File: config.mk
export PLATFORM = sky130hd
export DESIGN_NAME = stack_unit_flat
export DESIGN_NICKNAME = d
export VERILOG_FILES = /design/src/rtl/stack_unit_if.sv /design/src/rtl/stack_unit.sv /design/src/flat_wrapper.sv
export SDC_FILE = /design/constraint.sdc
export NUM_CORES = 1
export LEC_CHECK = 0
export ABC_AREA = 1
export BUFFER_PORTS_ARGS = -buffer_cell sky130_fd_sc_hd__buf_2
export CORE_MARGIN = 8
export CORE_UTILIZATION = 43
export CTS_CLUSTER_SIZE = 20
export DETAILED_ROUTE_END_ITERATION = 8
export PLACE_DENSITY_LB_ADDON = 0.25
export SLEW_MARGIN = 20
export SYNTH_ARGS = -nofsm -noshare
export SYNTH_HDL_FRONTEND = slang
export SYNTH_SLANG_ARGS = --single-unit
File: constraint.sdc
create_clock -name clk -period 1.68 [get_ports clk]
set_input_delay 0.336 -clock clk [delete_from_list [all_inputs] [get_ports clk]]
set_output_delay 0.336 -clock clk [all_outputs]
set_load 0.03 [all_outputs]
File: src/rtl/stack_unit_if.sv
// Signal bundle between the CPU datapath, the stack engine and the 16x8 data memory.
// valid/ready: an op_* request is taken when it is high at a rising edge with busy low; done marks completion.
interface stack_unit_if;
    logic       op_push;
    logic       op_pop;
    logic       op_call;
    logic       op_ret;
    logic [7:0] push_data;
    logic [7:0] ret_pc;
    logic [7:0] call_target;
    logic       clear_flags;
    logic [7:0] cpu_address;
    logic [7:0] cpu_data_in;
    logic       cpu_write_enable;
    logic [7:0] mem_data_out;
    logic [7:0] mem_address;
    logic [7:0] mem_data_in;
    logic       mem_write_enable;
    logic [7:0] pop_data;
    logic       pc_load;
    logic [7:0] pc_target;
    logic [7:0] sp;
    logic       busy;
    logic       done;
    logic       overflow;
    logic       underflow;
    logic [1:0] dbg_state;

    modport slave (
        input  op_push, op_pop, op_call, op_ret, push_data, ret_pc, call_target,
        input  clear_flags, cpu_address, cpu_data_in, cpu_write_enable, mem_data_out,
        output mem_address, mem_data_in, mem_write_enable, pop_data, pc_load, pc_target,
        output sp, busy, done, overflow, underflow, dbg_state
    );

    modport master (
        output op_push, op_pop, op_call, op_ret, push_data, ret_pc, call_target,
        output clear_flags, cpu_address, cpu_data_in, cpu_write_enable, mem_data_out,
        input  mem_address, mem_data_in, mem_write_enable, pop_data, pc_load, pc_target,
        input  sp, busy, done, overflow, underflow, dbg_state
    );
endinterface

File: src/rtl/stack_unit.sv
// Downward-growing hardware stack in front of the data memory: PUSH/POP/CALL/RET
// run as short FSM sequences; when idle the CPU load/store path passes straight through.
module stack_unit #(
    parameter logic [7:0] STACK_TOP  = 8'd15,
    parameter int         STACK_SIZE = 8
) (
    input  logic         clk,
    input  logic         reset,
    stack_unit_if.slave  bus
);
    localparam int CW = $clog2(STACK_SIZE + 1);
    localparam logic [CW-1:0] FULL = CW'(STACK_SIZE);

    typedef enum logic [1:0] {S_IDLE, S_WRITE, S_READ, S_FINISH} state_t;

    state_t        r_state;
    logic [7:0]    r_sp;
    logic [CW-1:0] r_count;
    logic [7:0]    r_wval;
    logic [7:0]    r_pop_data;
    logic          r_is_call;
    logic          r_is_ret;
    logic          r_ok;
    logic          r_ovf;
    logic          r_udf;

    state_t        w_next_state;
    logic          w_accept;
    logic          w_is_wr;
    logic          w_is_call;
    logic          w_is_ret;
    logic [7:0]    w_wval;
    logic          w_set_ovf;
    logic          w_set_udf;
    logic          w_ok;
    logic          w_we;

    always_ff @(posedge clk) begin
        if (reset) r_state <= S_IDLE;
        else       r_state <= w_next_state;
    end

    // Priority CALL > RET > PUSH > POP; losing requests are simply dropped.
    always_comb begin
        w_next_state = r_state;
        w_accept     = 1'b0;
        w_is_wr      = 1'b0;
        w_is_call    = 1'b0;
        w_is_ret     = 1'b0;
        w_wval       = 8'd0;
        w_set_ovf    = 1'b0;
        w_set_udf    = 1'b0;
        case (r_state)
            S_IDLE: begin
                if (bus.op_call) begin
                    w_accept  = 1'b1;
                    w_is_wr   = 1'b1;
                    w_is_call = 1'b1;
                    w_wval    = bus.ret_pc;
                end else if (bus.op_ret) begin
                    w_accept = 1'b1;
                    w_is_ret = 1'b1;
                end else if (bus.op_push) begin
                    w_accept = 1'b1;
                    w_is_wr  = 1'b1;
                    w_wval   = bus.push_data;
                end else if (bus.op_pop) begin
                    w_accept = 1'b1;
                end
                if (w_accept) begin
                    if (w_is_wr) begin
                        if (r_count == FULL) begin
                            w_set_ovf    = 1'b1;
                            w_next_state = S_FINISH;
                        end else begin
                            w_next_state = S_WRITE;
                        end
                    end else if (r_count == '0) begin
                        w_set_udf    = 1'b1;
                        w_next_state = S_FINISH;
                    end else begin
                        w_next_state = S_READ;
                    end
                end
            end
            S_WRITE:  w_next_state = S_FINISH;
            S_READ:   w_next_state = S_FINISH;
            S_FINISH: w_next_state = S_IDLE;
            default:  w_next_state = S_IDLE;
        endcase
    end

    assign w_ok = w_accept & ~w_set_ovf & ~w_set_udf;

    always_comb begin
        bus.mem_address = r_sp;
        bus.mem_data_in = r_wval;
        w_we            = 1'b0;
        case (r_state)
            S_IDLE: begin
                bus.mem_address = bus.cpu_address;
                bus.mem_data_in = bus.cpu_data_in;
                w_we            = bus.cpu_write_enable;
            end
            S_WRITE: w_we = 1'b1;
            S_READ:  bus.mem_address = r_sp + 8'd1;
            default: w_we = 1'b0;
        endcase
    end

    // Gating by reset keeps a WRITE state caught by reset from touching memory.
    assign bus.mem_write_enable = w_we & ~reset;

    always_ff @(posedge clk) begin
        if (reset) begin
            r_sp       <= STACK_TOP;
            r_count    <= '0;
            r_wval     <= 8'd0;
            r_pop_data <= 8'd0;
            r_is_call  <= 1'b0;
            r_is_ret   <= 1'b0;
            r_ok       <= 1'b0;
            r_ovf      <= 1'b0;
            r_udf      <= 1'b0;
        end else begin
            r_ovf <= w_set_ovf | (r_ovf & ~bus.clear_flags);
            r_udf <= w_set_udf | (r_udf & ~bus.clear_flags);
            if (w_accept) begin
                r_is_call <= w_is_call;
                r_is_ret  <= w_is_ret;
                r_ok      <= w_ok;
                if (w_is_wr) r_wval <= w_wval;
            end
            case (r_state)
                S_WRITE: begin
                    r_sp    <= r_sp - 8'd1;
                    r_count <= r_count + 1'b1;
                end
                S_READ: begin
                    r_pop_data <= bus.mem_data_out;
                    r_sp       <= r_sp + 8'd1;
                    r_count    <= r_count - 1'b1;
                end
                default: ;
            endcase
        end
    end

    assign bus.busy      = (r_state != S_IDLE);
    assign bus.done      = (r_state == S_FINISH);
    assign bus.pc_load   = (r_state == S_FINISH) & r_ok & (r_is_call | r_is_ret);
    assign bus.pc_target = !bus.pc_load ? 8'd0 : (r_is_call ? bus.call_target : r_pop_data);
    assign bus.pop_data  = r_pop_data;
    assign bus.sp        = r_sp;
    assign bus.overflow  = r_ovf;
    assign bus.underflow = r_udf;
    assign bus.dbg_state = r_state;
endmodule

File: src/flat_wrapper.sv
// flat-port wrapper written by rule: the top's interface ports become plain ports
module stack_unit_flat 
#(
    parameter logic [7:0] STACK_TOP  = 8'd15,
    parameter int         STACK_SIZE = 8
)
  (clk, reset, bus_op_push, bus_op_pop, bus_op_call, bus_op_ret, bus_push_data, bus_ret_pc, bus_call_target, bus_clear_flags, bus_cpu_address, bus_cpu_data_in, bus_cpu_write_enable, bus_mem_data_out, bus_mem_address, bus_mem_data_in, bus_mem_write_enable, bus_pop_data, bus_pc_load, bus_pc_target, bus_sp, bus_busy, bus_done, bus_overflow, bus_underflow, bus_dbg_state);
  stack_unit_if bus_i ();
  input  logic clk;
  input  logic reset;
  input wire logic [$bits(bus_i.op_push)-1:0] bus_op_push;
  input wire logic [$bits(bus_i.op_pop)-1:0] bus_op_pop;
  input wire logic [$bits(bus_i.op_call)-1:0] bus_op_call;
  input wire logic [$bits(bus_i.op_ret)-1:0] bus_op_ret;
  input wire logic [$bits(bus_i.push_data)-1:0] bus_push_data;
  input wire logic [$bits(bus_i.ret_pc)-1:0] bus_ret_pc;
  input wire logic [$bits(bus_i.call_target)-1:0] bus_call_target;
  input wire logic [$bits(bus_i.clear_flags)-1:0] bus_clear_flags;
  input wire logic [$bits(bus_i.cpu_address)-1:0] bus_cpu_address;
  input wire logic [$bits(bus_i.cpu_data_in)-1:0] bus_cpu_data_in;
  input wire logic [$bits(bus_i.cpu_write_enable)-1:0] bus_cpu_write_enable;
  input wire logic [$bits(bus_i.mem_data_out)-1:0] bus_mem_data_out;
  output wire logic [$bits(bus_i.mem_address)-1:0] bus_mem_address;
  output wire logic [$bits(bus_i.mem_data_in)-1:0] bus_mem_data_in;
  output wire logic [$bits(bus_i.mem_write_enable)-1:0] bus_mem_write_enable;
  output wire logic [$bits(bus_i.pop_data)-1:0] bus_pop_data;
  output wire logic [$bits(bus_i.pc_load)-1:0] bus_pc_load;
  output wire logic [$bits(bus_i.pc_target)-1:0] bus_pc_target;
  output wire logic [$bits(bus_i.sp)-1:0] bus_sp;
  output wire logic [$bits(bus_i.busy)-1:0] bus_busy;
  output wire logic [$bits(bus_i.done)-1:0] bus_done;
  output wire logic [$bits(bus_i.overflow)-1:0] bus_overflow;
  output wire logic [$bits(bus_i.underflow)-1:0] bus_underflow;
  output wire logic [$bits(bus_i.dbg_state)-1:0] bus_dbg_state;
  assign bus_i.op_push = bus_op_push;
  assign bus_i.op_pop = bus_op_pop;
  assign bus_i.op_call = bus_op_call;
  assign bus_i.op_ret = bus_op_ret;
  assign bus_i.push_data = bus_push_data;
  assign bus_i.ret_pc = bus_ret_pc;
  assign bus_i.call_target = bus_call_target;
  assign bus_i.clear_flags = bus_clear_flags;
  assign bus_i.cpu_address = bus_cpu_address;
  assign bus_i.cpu_data_in = bus_cpu_data_in;
  assign bus_i.cpu_write_enable = bus_cpu_write_enable;
  assign bus_i.mem_data_out = bus_mem_data_out;
  assign bus_mem_address = bus_i.mem_address;
  assign bus_mem_data_in = bus_i.mem_data_in;
  assign bus_mem_write_enable = bus_i.mem_write_enable;
  assign bus_pop_data = bus_i.pop_data;
  assign bus_pc_load = bus_i.pc_load;
  assign bus_pc_target = bus_i.pc_target;
  assign bus_sp = bus_i.sp;
  assign bus_busy = bus_i.busy;
  assign bus_done = bus_i.done;
  assign bus_overflow = bus_i.overflow;
  assign bus_underflow = bus_i.underflow;
  assign bus_dbg_state = bus_i.dbg_state;
  stack_unit #(.STACK_TOP(STACK_TOP), .STACK_SIZE(STACK_SIZE)) u_core (.clk(clk), .reset(reset), .bus(bus_i));
endmodule
==> parameters.txt <==
Parameter                              Value

Layout
  Final non-filler cell total    between 500 and 600
  Filler cells    430
  Layout overhead on the synthesized area    55.7%
  Nets    565
  Share of the core filled with cells in the final layout    70.2%
  Commonest cells after routing, fill and taps aside    sky130_fd_sc_hd__nand2_1, sky130_fd_sc_hd__buf_2, sky130_fd_sc_hd__buf_4
  Number of antenna diodes    0
  Most common cell after layout, fill and taps aside    sky130_fd_sc_hd__nand2_1
  Layout cells sized above 1    42.1%

Timing
  Worst slew margin relative to its limit    ~68%
  Setup violation total in the final timing report    29
  Count of final hold-check violations    0
  Worst Skew    0.00803 ns
  Tmin final    between 1.5 and 2 ns
  RSZ-0062 raised after global routing    true
  Fin worst setup slack    -0.240 ns
  Max Freq    approximately 520 MHz
  Transition time at the pin with the least slew margin    roughly 0.48 ns
  Final Slew Violations    0
  Fin crit share    114%
  Min Hold Slack    0.320 ns

Synth
  EDFF count, synth    0
  Commonest register cell after synthesis    sky130_fd_sc_hd__dfxtp_1
  Post-synthesis sequential element count    35
  Fraction of the mapped netlist area in compound gates    between 15 and 20%
  Parity-gate share of the synthesized area counting xor and xnor cells    between 1.5 and 2%
  Post-synthesis net count    434
  Fraction of synthesized area in multiplexers    0%
  Yosys cell types    29
  Synth Cell Area    about 2300 um^2
  Combinational family with the most area after synthesis    simple AND/OR/NAND/NOR gates
  Synthesized netlist cell count    369
  Number of warning messages in the yosys log    0
  Post-synthesis async set-or-reset flop share    0%
  Synthesized-area fraction occupied by and/or/nand/nor cells    between 30% and 40%
  Fraction of the mapped netlist area in adder cells    between 4 and 5%
  Fraction of the yosys area taken by sequential cells    between 30% and 40%
  Mapped Avg Cell Area    around 6.3 um^2

Clock tree
  Clk_lat worst skew    0.29 ns
  Post-CTS Hold Buffers    0
  CTS tree    built
  TritonCTS buffer count    5
  Clock-pin slew reported for the worst setup and hold paths after clock tree synthesis    about 0.070 ns
  Clock Tree Buf Depth    2
  Clock sink count    35
  Root buffer cell    sky130_fd_sc_hd__clkbuf_8
  Maximum level of the CTS H-tree    2

Floorplan
  Site row count    26
  Core Footprint    around 5000 um^2
  Starting Density    between 40% and 50%
  Horizontal die dimension    about 89 um
  Number of top-level pins    104
  Die footprint    about 8000 um^2
  Vertical die dimension    89.4 um

Routing
  Routed WL per cell    between 15 and 20 um
  ANT nets after route    0
  Initial detailed-routing violation count    about 220
  Routed Wire Length    8590 um
  Vias    a little under 3000
  1st-pass router iterations    5
  Routed via count divided by cell count    about 5
  Number of DRC violations after detailed routing    0

Pwr
  Static Leak    1.77 nW
  Worst vdd ir    between 1000 and 1500 uV
  Post-layout power    a little over 7 mW
  Power per cell area    1970 nW/um^2

Place
  Port Buffer Count    around 100
  Number of placed instances, taps included    540
  HPWL Detailed    slightly below 6000 um
  Global placement routability congestion    between 0.8 and 0.9
  Pre-CTS setup slack    -0.0350 ns

Global routing
  GRT Residual Overflow    0
  Via count of the first global-routing pass    between 2000 and 3000
  Maximum number of pins on one net before global-route repair    18
  Antenna violations before repair    0
  Global-route wire length before repair    12500 um
  Global-route usage over all layers    19.6%

Status
  Violations in the final reports    negative setup slack
  Status    finished with violations

Critical path
  Required time worst endpoint    ~1.3 ns
  Maximum fanout encountered on the critical timing path    6
  Launching element type of the critical path    register
  Data arrival time of the worst path    1.58 ns
  Kind of critical path    reg2out
  Maximum single-stage delay on the critical path    0.38 ns
  R2R cell count    12
  Reg2Reg Launch Point    u_core.bus.dbg_state[0]
  Flop-to-flop setup slack    -0.01 ns
  Slowest cell on crit path    sky130_fd_sc_hd__dfxtp_4
  Crit path cell chain    inv_6 -> ha_4 -> nor2_4 -> inv_2 -> o211ai_1 -> buf_4
  Crit path to    bus_mem_address[6]
  Startpoint of the worst setup timing path    u_core.bus.dbg_state[0]
  Element type at the critical path end    primary output
  Worst r2r dst    u_core.r_count[2]

Worst hold path
  Start point of the worst min-delay path    bus_clear_flags
  Hold WC Path Type    in2reg

Flow run
  Max Cap Viol    0
flip-flops by register name, indices dropped and copies added, names as in the netlist:
signal                count
u_core.bus.overflow       1
u_core.r_count            4
u_core.bus.dbg_state      2
u_core.bus.sp             8
u_core.r_is_call          1
u_core.bus.underflow      1
u_core.r_ok               1
u_core.r_is_ret           1
u_core.r_wval             8
u_core.bus.pop_data       8
final cells by class:
class                   instances  area, um^2  area share, %
multi-input cells             266        1550           42.9
repair buffers                139         947           26.2
repair inverters                1        7.51          0.208
well taps                      70        87.6           2.43
inverters                      52         211           5.86
clock inverters                 1        5.00          0.139
clock buffers                   7        86.3           2.39
flip-flops and latches         35         717           19.9
worst max-delay path, delay by kind of cell, from the launching register on:
family,cells,cell delay [ns]
adders and majority gates,1,0.19
buffers and inverters,3,0.33
DFF,1,0.38
AOI/OAI and AO/OA,1,0.19
and+or+nand+nor,1,0.21
cell families after synthesis:
kind of cell             Yosys count
XOR/XNOR                           5
AND/OR/NAND/NOR                  171
AO/OA/AOI/OAI                     79
flip-flops                        35
buffers and inverters             70
adder cells (fa/ha/maj)            9
power by group:
part / switching, mW / leakage [nW] / internal (mW) / total [mW]
Sequential: 0.249 / 0.288 / 1.10 / 1.35
Combinational: 3.05 / 1.44 / 2.05 / 5.11
Clock: 0.307 / 0.0482 / 0.331 / 0.638
Total: 3.61 / 1.77 / 3.48 / 7.10
synth_stat cells, types with 2 or more instances:
master / instances / area, um^2
sky130_fd_sc_hd__a21oi_1: 24 / 120
sky130_fd_sc_hd__a22oi_1: 4 / 30.0
sky130_fd_sc_hd__a31oi_1: 8 / 50.1
sky130_fd_sc_hd__buf_2: 8 / 40.0
sky130_fd_sc_hd__clkbuf_1: 7 / 26.3
sky130_fd_sc_hd__dfxtp_1: 35 / 701
sky130_fd_sc_hd__ha_1: 9 / 113
sky130_fd_sc_hd__inv_1: 50 / 188
sky130_fd_sc_hd__nand2_1: 100 / 375
sky130_fd_sc_hd__nand3_1: 38 / 190
sky130_fd_sc_hd__nand4_1: 3 / 18.8
sky130_fd_sc_hd__nor2_1: 22 / 82.6
sky130_fd_sc_hd__nor2_2: 3 / 18.8
sky130_fd_sc_hd__nor2_4: 3 / 33.8
sky130_fd_sc_hd__o211ai_1: 7 / 52.6
sky130_fd_sc_hd__o21ai_0: 32 / 160
sky130_fd_sc_hd__xnor2_1: 3 / 26.3
sky130_fd_sc_hd__xor2_1: 2 / 17.5
routing by layer:
| layer | part of all wire [%] | vias up | GRT usage (%) |
|---|---|---|---|
| li1 | - | 1464 | - |
| met3 | 7.7 | 12 | 3.86 |
| met4 | 1.2 | 0 | 6.50 |
| met5 | 0 | - | 0 |
| met1 | 43 | 1330 | 24.3 |
| met2 | 48 | 126 | 33.1 |
stage by stage:
step / TNS [ns] / cell area (um^2)
6_report: -4.19 / 3610
5_1_grt: -6.15 / 3610
4_1_cts: -3.74 / 3350
3_5_place_dp: -0.0688 / 3020
3_3_place_gp: -0.00201 / 3020
2_1_floorplan: -0.502 / 2400
repair_timing:
action / in CTS / in global routing
resized for setup: 48 / 51
gates cloned: 1 / 2
endpoints found under the hold margin: 0 / 0
setup buffers: 10 / 10
pin swaps: 10 / 17
endpoints found under the setup margin: 28 / 39
how the worst min path moves through the flow:
stage	endpoint	cells past startpoint
3_5_place_dp	u_core.bus.underflow	2
6_report	u_core.bus.underflow	4
5_1_grt	u_core.bus.underflow	4
4_1_cts	u_core.bus.underflow	4
3_3_place_gp	u_core.r_is_ret	2
2_1_floorplan	u_core.r_is_ret	2
Note: power is estimated with default switching activity, not from simulation.
